### config.mk
export PLATFORM = sky130hd
export DESIGN_NAME = simmem_release_scheduler
export DESIGN_NICKNAME = d
export VERILOG_FILES = /design/src/rtl/simmem_release_scheduler.sv
export SDC_FILE = /design/constraint.sdc
export NUM_CORES = 1
export LEC_CHECK = 0
export CORE_MARGIN = 2
export CORE_UTILIZATION = 55
export DETAILED_ROUTE_END_ITERATION = 6
export PLACE_DENSITY = 0.91
export SYNTH_ARGS = -nofsm -noshare
export SYNTH_HDL_FRONTEND = slang
export SYNTH_SLANG_ARGS = --single-unit
### constraint.sdc
create_clock -name clk_i -period 9.8 [get_ports clk_i]
set_clock_uncertainty 0.05 [all_clocks]
set_input_delay 1.96 -clock clk_i [delete_from_list [all_inputs] [get_ports clk_i]]
set_output_delay 1.96 -clock clk_i [all_outputs]
set_load 0.01 [all_outputs]
### src/rtl/simmem_release_scheduler.sv
// Release scheduler for one response bank: serialises the multi-hot release-enable vector into
// single valid/ready offers using a round-robin pick, and confirms each accepted release.
module simmem_release_scheduler #(
    parameter int unsigned Capa = 16,
    parameter int unsigned IidW = $clog2(Capa),
    parameter int unsigned CntW = 32
) (
    input  logic            clk_i,
    input  logic            rst_ni,
    input  logic [Capa-1:0] release_en_mhot_i,
    input  logic            rsp_ready_i,
    output logic            rsp_valid_o,
    output logic [Capa-1:0] release_iid_onehot_o,
    output logic [IidW-1:0] release_iid_o,
    output logic [Capa-1:0] released_iid_onehot_o,
    output logic [CntW-1:0] release_cnt_o
);

    localparam logic [0:0] StIdle  = 1'b0;
    localparam logic [0:0] StOffer = 1'b1;

    logic [0:0]      state_q, state_d;
    logic [Capa-1:0] grant_q, grant_d;
    logic [IidW-1:0] rr_q, rr_d;
    logic [CntW-1:0] cnt_q, cnt_d;

    logic            offering;
    logic            handshake;
    logic [IidW-1:0] grant_idx;
    logic [IidW-1:0] rr_next;
    logic [IidW-1:0] search_start;
    logic [Capa-1:0] eligible;
    logic [Capa-1:0] pick_onehot;
    logic            pick_found;

    assign offering  = (state_q == StOffer);
    assign handshake = offering && rsp_ready_i;

    always_comb begin
        grant_idx = '0;
        for (int i = 0; i < Capa; i++) begin
            if (grant_q[i]) begin
                grant_idx = grant_idx | IidW'(i);
            end
        end
    end

    // Capa is a power of two, so the increment wraps Capa-1 -> 0 by itself.
    assign rr_next = grant_idx + IidW'(1);

    // While offering, the pick only matters on a handshake, where the just-granted IID must
    // not win again even if its enable is still high.
    assign search_start = offering ? rr_next : rr_q;
    assign eligible     = offering ? (release_en_mhot_i & ~grant_q) : release_en_mhot_i;

    // Single-cycle rotating priority search starting at search_start.
    always_comb begin
        logic [IidW-1:0] idx;
        pick_onehot = '0;
        pick_found  = 1'b0;
        idx         = '0;
        for (int i = 0; i < Capa; i++) begin
            idx = search_start + IidW'(i);
            if (!pick_found && eligible[idx]) begin
                pick_onehot[idx] = 1'b1;
                pick_found       = 1'b1;
            end
        end
    end

    always_comb begin
        state_d = state_q;
        grant_d = grant_q;
        rr_d    = rr_q;
        cnt_d   = cnt_q;
        case (state_q)
            StIdle: begin
                if (pick_found) begin
                    grant_d = pick_onehot;
                    state_d = StOffer;
                end
            end
            StOffer: begin
                if (rsp_ready_i) begin
                    cnt_d = cnt_q + CntW'(1);
                    rr_d  = rr_next;
                    if (pick_found) begin
                        grant_d = pick_onehot;
                    end else begin
                        grant_d = '0;
                        state_d = StIdle;
                    end
                end
            end
            default: begin
                grant_d = '0;
                state_d = StIdle;
            end
        endcase
    end

    always_ff @(posedge clk_i or negedge rst_ni) begin
        if (!rst_ni) begin
            state_q <= StIdle;
            grant_q <= '0;
            rr_q    <= '0;
            cnt_q   <= '0;
        end else begin
            state_q <= state_d;
            grant_q <= grant_d;
            rr_q    <= rr_d;
            cnt_q   <= cnt_d;
        end
    end

    assign rsp_valid_o           = offering;
    assign release_iid_onehot_o  = offering ? grant_q : '0;
    assign release_iid_o         = offering ? grant_idx : '0;
    assign released_iid_onehot_o = handshake ? grant_q : '0;
    assign release_cnt_o         = cnt_q;

endmodule

==> metrics list, run 1 <==
* Core region area: 11900 sq um
- Worst-skew pair later-pin latency: 0.30 ns
- Synth unique cells: 95
- After clock tree synthesis, the flow added hold-fix buffers numbering 0.
- F_max: 138 MHz
* Sequential cell area: 1330 sq um
- Counting every net in the synthesized netlist gives 858.
- Summing all placed instances gives a cell area of 7550 sq um.
- Most used routing layer in global routing: met2
* Grt met1 use: 0.493
- Final weighted congestion of routability-driven global placement: 1.09
- Area delta synth->final: 15.9%
- The run finished with clean final reports.
* CTS Buf Count: 5
- Slowest CP cell: sky130_fd_sc_hd__ha_1
* Drt via density: 7.42
- Post-route minimum period: 7.23 ns
* Most frequently used flop master after synthesis: sky130_fd_sc_hd__dfrtp_1
* Switching power summed over all nets: 1.46 mW
* Part of the total power dissipated in the clock network: 0.083
- The worst-case IR drop observed on VDD is 0.000208 V.
* Cell area after layout: 7720 sq um
* GRT overflow: 0
* Starting density of the core: 0.559
- In the finished design, the share of the clock period the worst path needs comes to 0.738.
- Entering global routing, the biggest net connects 56 pins.
* Max-cap viol count: 0
* Via total after detailed routing: 7549
- Antenna diode count: 0
- Of the cells placed in the final design, the portion with a size suffix greater than 1 is 0.0977.
- PortBufs: 87
* TritonCTS sink count: 53
- In this run, synthesis produced a sequential element count of 53.
- Yosys attributes the largest share of cell area to sky130_fd_sc_hd__dfrtp_1 (20%), sky130_fd_sc_hd__nand2_1 (4.4%), sky130_fd_sc_hd__nand3_1 (3.8%).
- STA puts the critical path data required time at 9.98 ns.
- Dividing total power by cell area gives a power density of 326 nW/um^2.
- Number of setup buffers added after CTS: 0
* Total area of multi-input combinational cells: 5030 sq um
- For this run, the slowest stage of the critical path takes 0.95 ns.
* Number of nets at the end of the flow: 908
- Setup violations remaining at the end of the flow were counted as 0.
- The synthesized netlist occupies a cell area of 6660 sq um.
- Clock tree from TritonCTS: built
* Synth Instances: 819
- Summed over all layers, the routed wires come to 25.7 mm.
- HPWL reported at the end of detailed placement: 19.1 mm
- Excluding fillers, the count of instances in the completed layout stands at 1017.
- Walking the worst path, the cells encountered are nor4_4, xor2_1, a31oi_4, ha_1, clkinv_1, and3_1, nor3b_1, nor4_1, a2111oi_2, and3_1, and4b_1, nand2_2, o32ai_2, a2111oi_0, a21oi_1.
- Dividing the synthesized area by the synthesized cell count gives 8.13 sq um.
* Total global routing track utilization: 0.386
- The synthesized design contains 0 enable-type register cells.
- Start-to-end type of the worst setup path: reg -> reg
- The layout has 964 filler cells.
- Min-delay worst type: reg -> reg
- Maximum level of the CTS H-tree: 2
* ANT nets after route: 0
- The first global-routing pass estimated 38.9 mm of wire.
- Sum of negative setup slack: 0 ns
- After clock tree synthesis, the repair step resized 0 gates.
- Of the total power, registers draw 0.136.
* Unrepaired setup endpoints after global routing: no
- For met3 alone, demand over resource in global routing was 0.0951.
- Gate power share: 0.781
- At the worst endpoint, the arrival time is 7.41 ns.
* Internal reg-to-reg setup slack: 2.57 ns
* Launching element type of the critical path: flip-flop
* Full die area: 13000 sq um
- Including well taps, the total number of placed cells is 1009.
- Number of DRC markers after the initial detailed-route iteration: 1306
* Cell repeated most along the worst path: sky130_fd_sc_hd__and3_1
* Share of flip-flops with an asynchronous set or reset after synthesis: 1.00
- Number of global-route vias before repair: 6931
- The floorplan step set the die width to 114 um.
* Mean routed wirelength per cell: 25.3 um
* Area share of the leading cell type in the synthesized netlist: 0.199
- The worst setup path is captured at a flip-flop.
- For the pin with the worst max-slew slack, the measured transition is 1.06 ns.
* Net switching share of the total power: 0.580
* Number of warnings reported in the yosys synthesis log: 0
- Max Fanout on Critical Path: 28
* Cell Int Power: 1.06 mW
* Leakage component of the power: 3.07 nW
- The biggest area contributor in the post-synthesis netlist is sky130_fd_sc_hd__dfrtp_1.
- Top-level port count: 88
- The worst pin sits at a relative slew slack of 0.287.
* Pins Over Slew Limit: 0
* Clock buffer depth: 2
- Rows: 40
- DRC: 0
- Of the synthesized area, sequential elements account for 0.199.
- Height of the chip: 114 um
- Fraction of met2 tracks used by global routing: 0.597
* Final count of hold timing violations: 0
- Router iterations before antenna repair: 7
* Clock Pin Slew Worst Setup and Hold Paths: 0.07 ns
- The number of antenna violations at the first check in global routing was 0.
- CTS Root Buffer Type: sky130_fd_sc_hd__clkbuf_16
## logic make-up (layout without fill, tap and decap cells)
logic type               after synthesis  in the layout  share of synthesized area
AO/OA/AOI/OAI                        227            227                      0.253
XOR/XNOR                              36             36                     0.0474
adder cells (fa/ha/maj)               20             20                     0.0376
buffers and inverters                 70            121                     0.0455
flip-flops                            53             53                      0.199
multiplexers                          53             53                      0.107
AND/OR/NAND/NOR                      360            360                      0.310
## critical path: cells and delay by family, from the launching register on
kind / cells / cell delay (ns)
buf+inv: 1 / 0.47
xor+xnor: 1 / 0.38
compound gates: 5 / 1.88
simple gates: 7 / 2.92
fa+ha+maj: 1 / 0.95
flops: 1 / 0.49
## per-stage QoR
| stage | power, mW | setup WS, ns | utilization | hold slack [ns] |
|---|---|---|---|---|
| 4_1_cts | 2.42 | 2.93 | 0.648 | 0.427 |
| 6_report | 2.51 | 2.57 | 0.648 | 0.425 |
| 3_5_place_dp | 2.20 | 3.00 | 0.634 | 0.418 |
| 5_1_grt | 2.61 | 2.26 | 0.648 | 0.448 |
| 2_1_floorplan | 1.65 | 4.41 | - | 0.381 |
| 3_3_place_gp | 2.21 | 3.00 | 0.634 | 0.410 |
## Yosys cell counts (all sizes together) (4+ instances only)
master and count:
nand2 79, dfrtp 53, nand3 52, a21oi 50, nor2 47, and3 38
clkbuf 37, o21ai 30, xnor2 26, mux2i 25, and2 24, nor3 23
a31oi 21, ha 20, nor4 18, buf 17, mux2 17, o211ai 16
nand4 15, a22oi 13, inv 13, nor2b 13, a21boi 12, mux4 11
nor3b 10, xor2 10, a211oi 7, a221oi 7, nand2b 7, or2 7
a211o 6, a32oi 6, a41oi 6, and4 6, a2111oi 5, o21a 5
or3 5, a311oi 4, a31o 4, or4 4
## state kept, by name, summed over array words and instances (netlist names)
| name | flops |
|---|---|
| grant_q | 16 |
| release_cnt_o | 32 |
| rr_q | 4 |
| rsp_valid_o | 1 |
## cell type report
cell class / instances / area share
clock buffer: 5 / 0.0162
tap: 147 / 0.0238
inverter: 16 / 0.00875
clock inverter: 3 / 0.00567
timing repair buffer: 97 / 0.122
sequential: 53 / 0.172
multi-input combinational: 696 / 0.652
## placed cells by master, fill, tap and decap left out, types with 5 or more instances in the layout
master	count
sky130_fd_sc_hd__a21oi_1	50
sky130_fd_sc_hd__clkdlybuf4s50_1	86
sky130_fd_sc_hd__and3_1	38
sky130_fd_sc_hd__nor4_1	10
sky130_fd_sc_hd__buf_4	10
sky130_fd_sc_hd__a22oi_1	13
sky130_fd_sc_hd__nor2b_1	13
sky130_fd_sc_hd__nor3b_1	9
sky130_fd_sc_hd__nor2_1	46
sky130_fd_sc_hd__ha_1	20
sky130_fd_sc_hd__o211ai_1	16
sky130_fd_sc_hd__nor3_1	22
sky130_fd_sc_hd__a41oi_1	5
sky130_fd_sc_hd__mux4_2	11
sky130_fd_sc_hd__nand4_1	15
sky130_fd_sc_hd__o21ai_0	24
sky130_fd_sc_hd__inv_1	12
sky130_fd_sc_hd__and4_1	6
sky130_fd_sc_hd__xor2_1	10
sky130_fd_sc_hd__nand3_1	51
sky130_fd_sc_hd__mux2_2	13
sky130_fd_sc_hd__a21boi_0	9
sky130_fd_sc_hd__mux2i_1	23
sky130_fd_sc_hd__a32oi_1	6
sky130_fd_sc_hd__a211o_1	6
sky130_fd_sc_hd__xnor2_1	26
sky130_fd_sc_hd__or3_1	5
sky130_fd_sc_hd__clkbuf_16	5
sky130_fd_sc_hd__o21a_1	5
sky130_fd_sc_hd__and2_1	23
sky130_fd_sc_hd__nand2_1	78
sky130_fd_sc_hd__a31oi_1	20
sky130_fd_sc_hd__nand2b_1	7
sky130_fd_sc_hd__dfrtp_1	52
sky130_fd_sc_hd__a221oi_1	7
sky130_fd_sc_hd__a211oi_1	6
## routing by layer
| metal | wire [um] | vias to the layer above |
|---|---|---|
| met5 | 0 | - |
| met2 | 11000 | 692 |
| met4 | 1680 | 0 |
| li1 | - | 3251 |
| met1 | 9550 | 3451 |
| met3 | 3440 | 155 |
## path summary, 6_finish.rpt
| path | from | end | cells past startpoint |
|---|---|---|---|
| min in group asynchronous | rst_ni | release_cnt_o[6]$_DFFE_PN0P_ | 2 |
| setup reg to reg | grant_q[13]$_DFFE_PN0P_ | grant_q[4]$_DFFE_PN0P_ | 15 |
| hold / removal | release_cnt_o[31]$_DFFE_PN0P_ | release_cnt_o[31]$_DFFE_PN0P_ | 1 |
| hold reg to reg | release_cnt_o[31]$_DFFE_PN0P_ | release_cnt_o[31]$_DFFE_PN0P_ | 1 |
| max in group asynchronous | rst_ni | rsp_valid_o$_DFF_PN0_ | 2 |
| setup / recovery | grant_q[13]$_DFFE_PN0P_ | grant_q[4]$_DFFE_PN0P_ | 15 |
## power groups by stage
stage,combinational [mW],clock [mW],sequential (mW)
after floorplan,1.34,0,0.313
after global placement,1.87,0,0.334
after detailed placement,1.86,0,0.340
after CTS,1.87,0.209,0.336
after global routing,2.05,0.217,0.344
final,1.96,0.209,0.341
(Power assumes the default switching activity.)
==> run 2: changes to the inputs <==
Settings changed: CORE_UTILIZATION 55 to 52, PLACE_DENSITY 0.91 to 0.9.
Clock period 9.8 ns to 6.3 ns, I/O delays scaled along.
==> metrics list, run 2 (synthesis results as in run 1) <==
- Mean routed wirelength per cell: 24.6 um (-2.9%)
- The slowest stage of the critical path belongs to the cell sky130_fd_sc_hd__nand3_1.
- The static leakage power is 3.17 nW (+3.5%).
* Antenna diode count: 0 (unchanged)
- ANT nets after route: 0 (unchanged)
- Peak per-stage delay on the critical path: 0.60 ns (-0.35 ns)
- The number of global-route vias before repair is 7116 (+2.7%).
- The number of stages on the worst hold path is 1 (unchanged).
- Grt met1 use: 0.487 (-0.00534)
- The global routing usage on met3 is 0.0829 (-0.0122).
* Fraction of the cycle the final worst path needs: 0.953 (+0.215)
- In this design, the critical path's most frequently occurring cell is sky130_fd_sc_hd__buf_4.
- The peak fanout along the critical path came to 27 (-3.6%).
- Worst-skew pair later-pin latency: 0.30 ns (about the same)
- The total routed wirelength is 26.1 mm (+1.4%).
- Count of final setup violators: 0 (unchanged)
- The worst reg2reg path depth was 17 (+2).
* Number of nets at the end of the flow: 928 (+2.2%)
- The maximum level of the CTS H-tree is 2 (unchanged).
- Sum of negative setup slack: 0 ns (unchanged)
- Leaving out fill and tap cells, the most frequent cells in the layout are sky130_fd_sc_hd__clkdlybuf4s50_1 (86), sky130_fd_sc_hd__nand2_1 (78), sky130_fd_sc_hd__dfrtp_1 (52).
- Share of final-layout standard cells stronger than drive strength 1: 0.119 (+0.0214)
- Pin count of the biggest net entering global routing: 54 (-3.6%)
- The run finished with clean final reports.
* Rows: 41 (+2.5%)
- The proportion of power drawn by flip-flops and latches is 0.134 (-0.002).
* Max-cap viol count: 0 (unchanged)
- Number of DRC markers after the initial detailed-route iteration: 1328 (+1.7%)
- In this run the clock root is driven by a sky130_fd_sc_hd__clkbuf_16.
* Critical path capture point type: flip-flop
- The mean number of vias per cell was 7.22 (-2.7%).
- The count of unresolved DRC violations after routing is 0 (unchanged).
* Part of the total power dissipated in the clock network: 0.081 (-0.002)
* Unrepaired setup endpoints after global routing: no
- Gate power share: 0.785 (+0.004)
- Post-Route Utilization: 0.630 (-0.0180)
- Final weighted congestion of routability-driven global placement: 1.05 (-3.6%)
* Most common cell after layout, fill and taps aside: sky130_fd_sc_hd__clkdlybuf4s50_1
* Wire length of the first global-routing pass: 40.1 mm (+2.9%)
- Transition at the pin with the smallest max-transition slack: 0.981 ns (-0.0804 ns)
- The I/O pin count is 88 (unchanged).
* Crit path required time: 6.47 ns (-3.51 ns)
- Height of the chip: 117 um (+2.7%)
* Fraction of met2 tracks used by global routing: 0.598 (about the same)
- The fraction of power spent switching nets came to 0.570 (-0.0103).
* Clock buffer depth: 2 (unchanged)
- The clock sink count was 53 (unchanged).
* Width of the die: 117 um (+2.7%)
- Final count of hold timing violations: 0 (unchanged)
- Worst supply voltage drop on vdd: 0.000303 V (+46%)
- The starting density of the core was 0.530 (-0.0292).
* Via total after detailed routing: 7667 (+1.6%)
- Area delta synth->final: 18.9%
* Clock tree from TritonCTS: built
- The area of the core came to 12600 sq um (+5.5%).
- The die footprint came to 13700 sq um (+5.6%).
- The number of flip-flops in the largest register was 32 (unchanged).
* Number of antenna violations at the first check in global routing: 0 (unchanged)
* Switching power summed over all nets: 2.26 mW (+55%)
* CTS Buf Count: 5 (unchanged)
* Min-delay worst type: reg -> reg
- The worst setup path is launched from a flip-flop.
- Most used routing layer in global routing: met2
* Number of setup buffers added after CTS: 0 (unchanged)
- The final critical path time including I/O delays and setup is 6.01 ns (-1.23 ns).
- Pins Over Slew Limit: 0 (unchanged)
- The total power was 3.98 mW (+58%).
- The global-route congestion overflow total was 0 (unchanged).
- The count of port buffers added during placement is 87 (unchanged).
* P per Cell Area: 502 nW/um^2 (+54%)
* HPWL reported at the end of detailed placement: 19.5 mm (+2.2%)
- The worst slew slack as a fraction of its limit came to 0.340 (+0.0530).
* F_max: 166 MHz (+20%)
- Worst EP arrival: 6.17 ns (-1.24 ns)
- Walking the worst path, the cells encountered are nor4_2, xor2_1, a31oi_4, ha_1, buf_4, nor3b_1, a221oi_1, a21oi_1, mux2i_1, buf_4, or4b_1, a41oi_1, nand3_1, o21ai_0, a311oi_1, o2111a_1, a31oi_1.
- The detailed-routing iteration count for the pre-antenna-repair pass came to 7 (unchanged).
- Total global routing track utilization: 0.380 (-0.00670)
* Clock Pin Slew Worst Setup and Hold Paths: 0.07 ns (about the same)
- Cell Int Power: 1.71 mW (+62%)
* Start-to-end type of the worst setup path: reg -> reg
-- run 2: cell types whose count changed in the layout (fill, tap and decap cells not counted) --
cell and delta:
sky130_fd_sc_hd__o31ai_2 +1, sky130_fd_sc_hd__o31ai_1 -1, sky130_fd_sc_hd__buf_4 +19, sky130_fd_sc_hd__buf_12 +1
-- run 2: final timing paths --
path                                               startpoint                             to  slack, ns
worst max-delay path                  grant_q[14]$_DFFE_PN0P_         grant_q[9]$_DFFE_PN0P_       0.29
worst min register to register  release_cnt_o[31]$_DFFE_PN0P_  release_cnt_o[31]$_DFFE_PN0P_       0.42
worst max register to register        grant_q[14]$_DFFE_PN0P_         grant_q[9]$_DFFE_PN0P_       0.29
max in group asynchronous                              rst_ni          rsp_valid_o$_DFF_PN0_       4.66
min in group asynchronous                              rst_ni   release_cnt_o[9]$_DFFE_PN0P_       1.04
worst min-delay path            release_cnt_o[31]$_DFFE_PN0P_  release_cnt_o[31]$_DFFE_PN0P_       0.42
-- run 2: power groups by stage --
stage               Clock, mW  Combinational, mW  Sequential [mW]
floorplan                   0               2.09            0.487
global placement            0               2.92            0.527
detailed placement          0               2.96            0.530
CTS                     0.320               2.98            0.526
global route            0.333               3.27            0.538
finish                  0.322               3.12            0.534
-- run 2: layer usage --
layer / up-vias / share of wire / wire length [um]
li1: 3285 / - / -
met2: 673 / 0.44 / 11400
met5: - / 0 / 0
met4: 0 / 0.065 / 1690
met1: 3545 / 0.37 / 9570
met3: 164 / 0.13 / 3380
-- run 2: per-stage QoR --
stage | cells | setup WS (ns) | area [sq um] | hold WS, ns
finish | 1062 | 0.294 | 7920 | 0.421
global route | 1062 | 0.0350 | 7920 | 0.436
CTS | 1062 | 0.522 | 7910 | 0.426
detailed placement | 1054 | 0.598 | 7740 | 0.412
global placement | 1054 | 0.705 | 7740 | 0.394
floorplan | 819 | 0.910 | 6660 | 0.381
-- run 2: layout make-up --
cell class,instances,area [sq um]
clock inverters,3,43.8
repair buffers,117,1100
fillers,1034,4650
flip-flops and latches,53,1330
inverters,16,67.6
clock buffers,5,125
multi-input cells,696,5030
well taps,172,215
-- run 2: repair_timing --
action	4_1_cts	5_1_grt
hold buffers	0	0
hold endpoints to repair	0	0
resized for setup	0	1
setup endpoints to repair	0	3
-- run 2: worst max-delay path, delay by kind of cell, from the launching register on --
kind	cells	cell delay (ns)
compound gates	8	2.13
simple gates	4	1.77
flops	1	0.49
buf+inv	2	0.47
fa+ha+maj	1	0.43
xor+xnor	1	0.39
mux	1	0.18
==> variant 1, RTL diff (config.mk and constraints of run 2) <==
The parameter `Capa` goes from 16 to 8.
--- a/src/rtl/simmem_release_scheduler.sv
+++ b/src/rtl/simmem_release_scheduler.sv
@@ -2,5 +2,5 @@
 // single valid/ready offers using a round-robin pick, and confirms each accepted release.
 module simmem_release_scheduler #(
-    parameter int unsigned Capa = 16,
+    parameter int unsigned Capa = 8,
     parameter int unsigned IidW = $clog2(Capa),
     parameter int unsigned CntW = 32
Interface: changed (resized release_en_mhot_i, release_iid_o, release_iid_onehot_o and released_iid_onehot_o); port bits go from 88 to 63. The function was not compared with the original's and may differ.
==> variant 1 against run 2 <==
  * Sequential cell count shrank 9
  * Area after synthesis shrank 49%
  * Count of clock-buffer cells in the layout is the same
  * Worst setup slack gained 1500 ps
  * Routed wire length shrank 67%
  * Cell area shrank 48%
  * First-iteration DRC count shrank 83%
Power is left out: the tool's default activity adds up to more than one toggle a clock period on the data nets, which glitch-free logic cannot reach.
==> variant 1: results (changes against run 2) <==
DRT iter0 DRCs 229 (was 1328); R2R Path End grant_q[4] (was grant_q[9]); post-synthesis adder-cell area fraction 2.571% (was 3.759%); launch point of the worst path rsp_valid_o (was grant_q[14]); Port Buf Inserts 62 (was 87); R2R Setup Slk 1760 ps (was 290 ps); multi-input combinational area share 52.04% (was 63.58%); Yosys cell types 73 (was 95); multi-input gates 273 (was 696); Mapped Nets 364 (was 858); worst stage delay on the critical path 870 ps (was 600 ps); clk_lat worst skew 290 ps; total iterations of the first detailed-routing run 5 (was 7); Layout Nets 421 (was 928); crit path max fanout 34 (was 27); top cells by count, synth 44 x dfrtp_1, 37 x nand2_1, 23 x xnor2_1 (was 78 x nand2_1, 53 x dfrtp_1, 51 x nand3_1); xor/xnor cell area share of the yosys netlist 8.740% (was 4.736%); Storage cell area 0.001101 mm^2 (was 0.001328 mm^2); CTS clk-pin slew, worst paths 90 ps (was 70 ps); max reg flops 32 (unchanged); n_diodes 0 (unchanged); met2 global-route usage 40.84% (was 59.77%); met3 WL post-DR 635 um (was 3.382 mm); Resized Gates After CTS 0 (unchanged); WP buf/inv 1 (was 2); Non-clk bufs 63 (was 117); layout cells sized above 1 14.36% (was 11.91%); Slew @ Worst Pin 956.9 ps (was 980.6 ps); clock tree cell share of total cell area 2.133% (was 2.134%); Data buffer area share 15.17% (was 13.94%); CTS root buf clkbuf_8 (was clkbuf_16); met3 GRT Util 4.377% (was 8.290%); multiplexer share of the synthesized area 10.58% (was 10.73%); routing usage on met1 32.19% (was 48.72%); Tot GR Track Use 24.35% (was 37.96%); FFs & Latches 44 (was 53); worst reg2reg startpoint rsp_valid_o (was grant_q[14]); FF-to-FF path depth 11 (was 17); via/cell ratio 6.401 (was 7.219); H-tree levels 2 (unchanged); Fillers 482 (was 1034); met1 wire length 3.667 mm (was 9.574 mm); outcome finished clean (unchanged); first-pass GRT wire length 14.37 mm (was 40.05 mm); complex-gate fraction of the synthesized area 13.81% (was 25.33%); Seq/Total Area, Yosys 32.32% (was 19.92%); gpl congestion 1.012 (was 1.051); top cells by area, synth dfrtp_1 32%, xnor2_1 5.9%, nand2_1 4.1% (was dfrtp_1 20%, nand2_1 4.4%, nand3_1 3.8%); final WL 8.627 mm (was 26.09 mm); Slowest-stage cell, CP dfrtp_1 (was nand3_1); vias in the first global route 2905 (was 7116); initial antenna violation count 0 (unchanged); DP HPWL 6.688 mm (was 19.50 mm); pin count of the biggest net entering global routing 45 (was 54); top routing layer used met4 (unchanged); asr flop ratio synth 100.0% (unchanged); met2 wire length 4.160 mm (was 11.44 mm)
-- variant 1: cell types whose count changed after synthesis, sizes merged, moves of 27 or more --
cell    change
a21oi      -43
nand2      -42
nor2       -31
clkbuf     -30
nand3      -28
o21ai      -27
-- variant 1: metrics by stage --
stage	utilization [%]	setup WS (ps)	cell area, um^2	hold slack, ps	cells
CTS	64.67	1810	4106	428.1	481
finish	64.67	1764	4106	424.9	481
global placement	63.29	1970	4019	408.6	473
global route	64.67	1306	4106	455.0	481
detailed placement	63.29	1823	4019	416.4	473
floorplan	-	2583	3407	399.6	346
-- variant 1: how the worst min path moves through the flow --
stage	start	end	slack (ps)	depth (start not counted)
3_3_place_gp	release_cnt_o[31]	release_cnt_o[31]	410	1
3_5_place_dp	release_cnt_o[31]	release_cnt_o[31]	420	1
6_report	release_cnt_o[31]	release_cnt_o[31]	420	1
5_1_grt	release_cnt_o[27]	release_cnt_o[27]	460	1
2_1_floorplan	rr_q[2]	rr_q[2]	400	2
4_1_cts	release_cnt_o[31]	release_cnt_o[31]	430	1
==> variant 2, RTL diff (flow settings as in run 2) <==
Made on the original files. Make the reset (`rst_ni`) synchronous in one clocked block.
--- a/src/rtl/simmem_release_scheduler.sv
+++ b/src/rtl/simmem_release_scheduler.sv
@@ -100,5 +100,5 @@
     end
 
-    always_ff @(posedge clk_i or negedge rst_ni) begin
+    always_ff @(posedge clk_i) begin
         if (!rst_ni) begin
             state_q <= StIdle;
Formal check against the unedited RTL: differs if rst_ni is asserted again (counterexample within 4 cycles, from zero or initial values and one cycle with rst_ni low); with rst_ni held inactive, the same outputs for 4 cycles.
==> variant 2 against run 2 <==
  * Via count is 19% higher
  * Worst setup slack worse by 140 ps
  * Hold slack better by 6.1 ps
  * Sequential cell count stayed put
  * Final cell count is 16% higher
  * Area after synthesis is 8.3% higher
  * Utilization is 0.41 points lower
  * Routed wire length is 26% higher
  * Cell area is 8.5% higher
  * Largest cell class unchanged
  * Highest routed layer unchanged
Power is left out: the tool's default activity adds up to more than one toggle a clock period on the data nets, which glitch-free logic cannot reach.
==> variant 2: results (changes against run 2) <==
Tot GR Track Use 42.67% (was 37.96%); pin count of the biggest net entering global routing 56 (was 54); clk_lat worst skew 310 ps; Post-CTS Repair Setup Buffers 0 (unchanged); top cells by area, synth dfxtp_1 15%, nand2_1 5.1%, mux4_2 5.0% (was dfrtp_1 20%, nand2_1 4.4%, nand3_1 3.8%); max reg flops 32 (unchanged); Slew HR 38.50% (was 34.02%); first-pass GRT wire length 48.34 mm (was 40.05 mm); Top delay family on crit path simple AND/OR/NAND/NOR gates (was compound AO/OA/AOI/OAI gates); Slowest-stage cell, CP nor4_2 (was nand3_1); R2R Setup Slk 160 ps (was 290 ps); crit path max fanout 9 (was 27); asr flop ratio synth 0% (was 100.0%); H-tree levels 2 (unchanged); outcome finished clean (unchanged); FF-to-FF path depth 20 (was 17); DP HPWL 24.84 mm (was 19.50 mm); launch point of the worst path grant_q[14] (unchanged); arrival time at the worst endpoint 6270 ps (was 6170 ps); R2R Path End grant_q[7] (was grant_q[9]); Mapped Nets 1011 (was 858); Seq/Total Area, Yosys 14.71% (was 19.92%); min-delay worst type flop to flop (unchanged); Hold WS 427.0 ps (was 420.9 ps); layout cells sized above 1 13.43% (was 11.91%); Layout Nets 1092 (was 928); via count of the routed design 9107 (was 7667); Hold Path Cell Cnt 2 (was 1); Fillers 1210 (was 1034); initial antenna violation count 0 (unchanged); gpl congestion 1.084 (was 1.051); top cells by count, synth 98 x nand2_1, 79 x nor2_1, 64 x a21oi_1 (was 78 x nand2_1, 53 x dfrtp_1, 51 x nand3_1); n_diodes 0 (unchanged); Synth area leader dfxtp_1 (was dfrtp_1); vias in the first global route 8142 (was 7116); DRT iter0 DRCs 1634 (was 1328); critical hold path startpoint rr_q[1] (was release_cnt_o[31]); EDFF count, synth 0 (unchanged); Port Buf Inserts 87 (unchanged); worst stage delay on the critical path 830 ps (was 600 ps); total iterations of the first detailed-routing run 6 (was 7); CTS root buf clkbuf_16 (unchanged); CTS clk-pin slew, worst paths 80 ps; final WL 32.88 mm (was 26.09 mm); yosys warns 0 (unchanged); Min-Delay Endpoint rr_q[1] (was release_cnt_o[31]); Yosys cell types 93 (was 95); maximum root-to-sink buffer count 2 (unchanged); clock buffer count from CTS 5 (unchanged)
==> variant 2: cell types whose count changed in the layout (fill, tap and decap cells not counted), sizes merged, moves of 12 or more <==
cell and change:
dfrtp -53, dfxtp +53, nor2 +36, nor3 +21
nand2 +19, xnor2 -19, a21o +18, buf +16
nor4 +16, a211oi +15, a21oi +15, mux2i -12
==> variant 2: cell type report <==
class,count,share of cell area [%]
clock inverters,2,0.4518
multi-input cells,843,67.98
flip-flops and latches,53,12.36
well taps,180,2.623
repair buffers,134,14.25
clock buffers,6,1.501
inverters,19,0.8307
==> variant 2: what timing repair did <==
action | 4_1_cts | 5_1_grt
hold endpoints to repair | 0 | 0
resized for setup | 0 | 7
endpoints found under the setup margin | 0 | 16
==> variant 2: how the worst max path moves through the flow <==
stage / slack, ps / cells after the start / to
after floorplan: 690 / 20 / grant_q[12]
after global placement: 310 / 20 / grant_q[7]
after detailed placement: 230 / 21 / grant_q[7]
after CTS: 200 / 21 / grant_q[7]
after global routing: -20 / 21 / grant_q[12]
final: 160 / 20 / grant_q[7]
==> variant 2: tightest hold or removal path: stages (launching register included) <==
cell and delay (ps):
dfxtp_1 320, nand2_1 50, a21oi_1 60
==> variant 2: per-layer routing <==
metal	global-route usage (%)	routed length (um)
met2	63.16	14090
met4	23.71	2229
met3	11.10	4097
met5	0	0
met1	56.27	12470
==> variant 2: logic make-up after synthesis <==
| group | after synthesis | share of synthesized area, % |
|---|---|---|
| AO/OA/AOI/OAI | 311 | 31.67 |
| XOR/XNOR | 28 | 3.401 |
| adder cells (fa/ha/maj) | 17 | 2.950 |
| buffers and inverters | 80 | 5.067 |
| flip-flops | 53 | 14.71 |
| multiplexers | 42 | 8.936 |
| AND/OR/NAND/NOR | 444 | 33.26 |
==> variant 2: per-stage QoR <==
| step | setup WS [ps] | instances | TNS, ps | util [%] | area (um^2) |
|---|---|---|---|---|---|
| detailed placement | 230.8 | 1228 | 0 | 61.03 | 8373 |
| finish | 157.7 | 1237 | 0 | 62.58 | 8586 |
| floorplan | 686.7 | 975 | 0 | - | 7211 |
| global route | -18.02 | 1237 | -18.02 | 62.58 | 8586 |
| CTS | 200.8 | 1236 | 0 | 62.25 | 8541 |
| global placement | 305.8 | 1228 | 0 | 61.03 | 8373 |
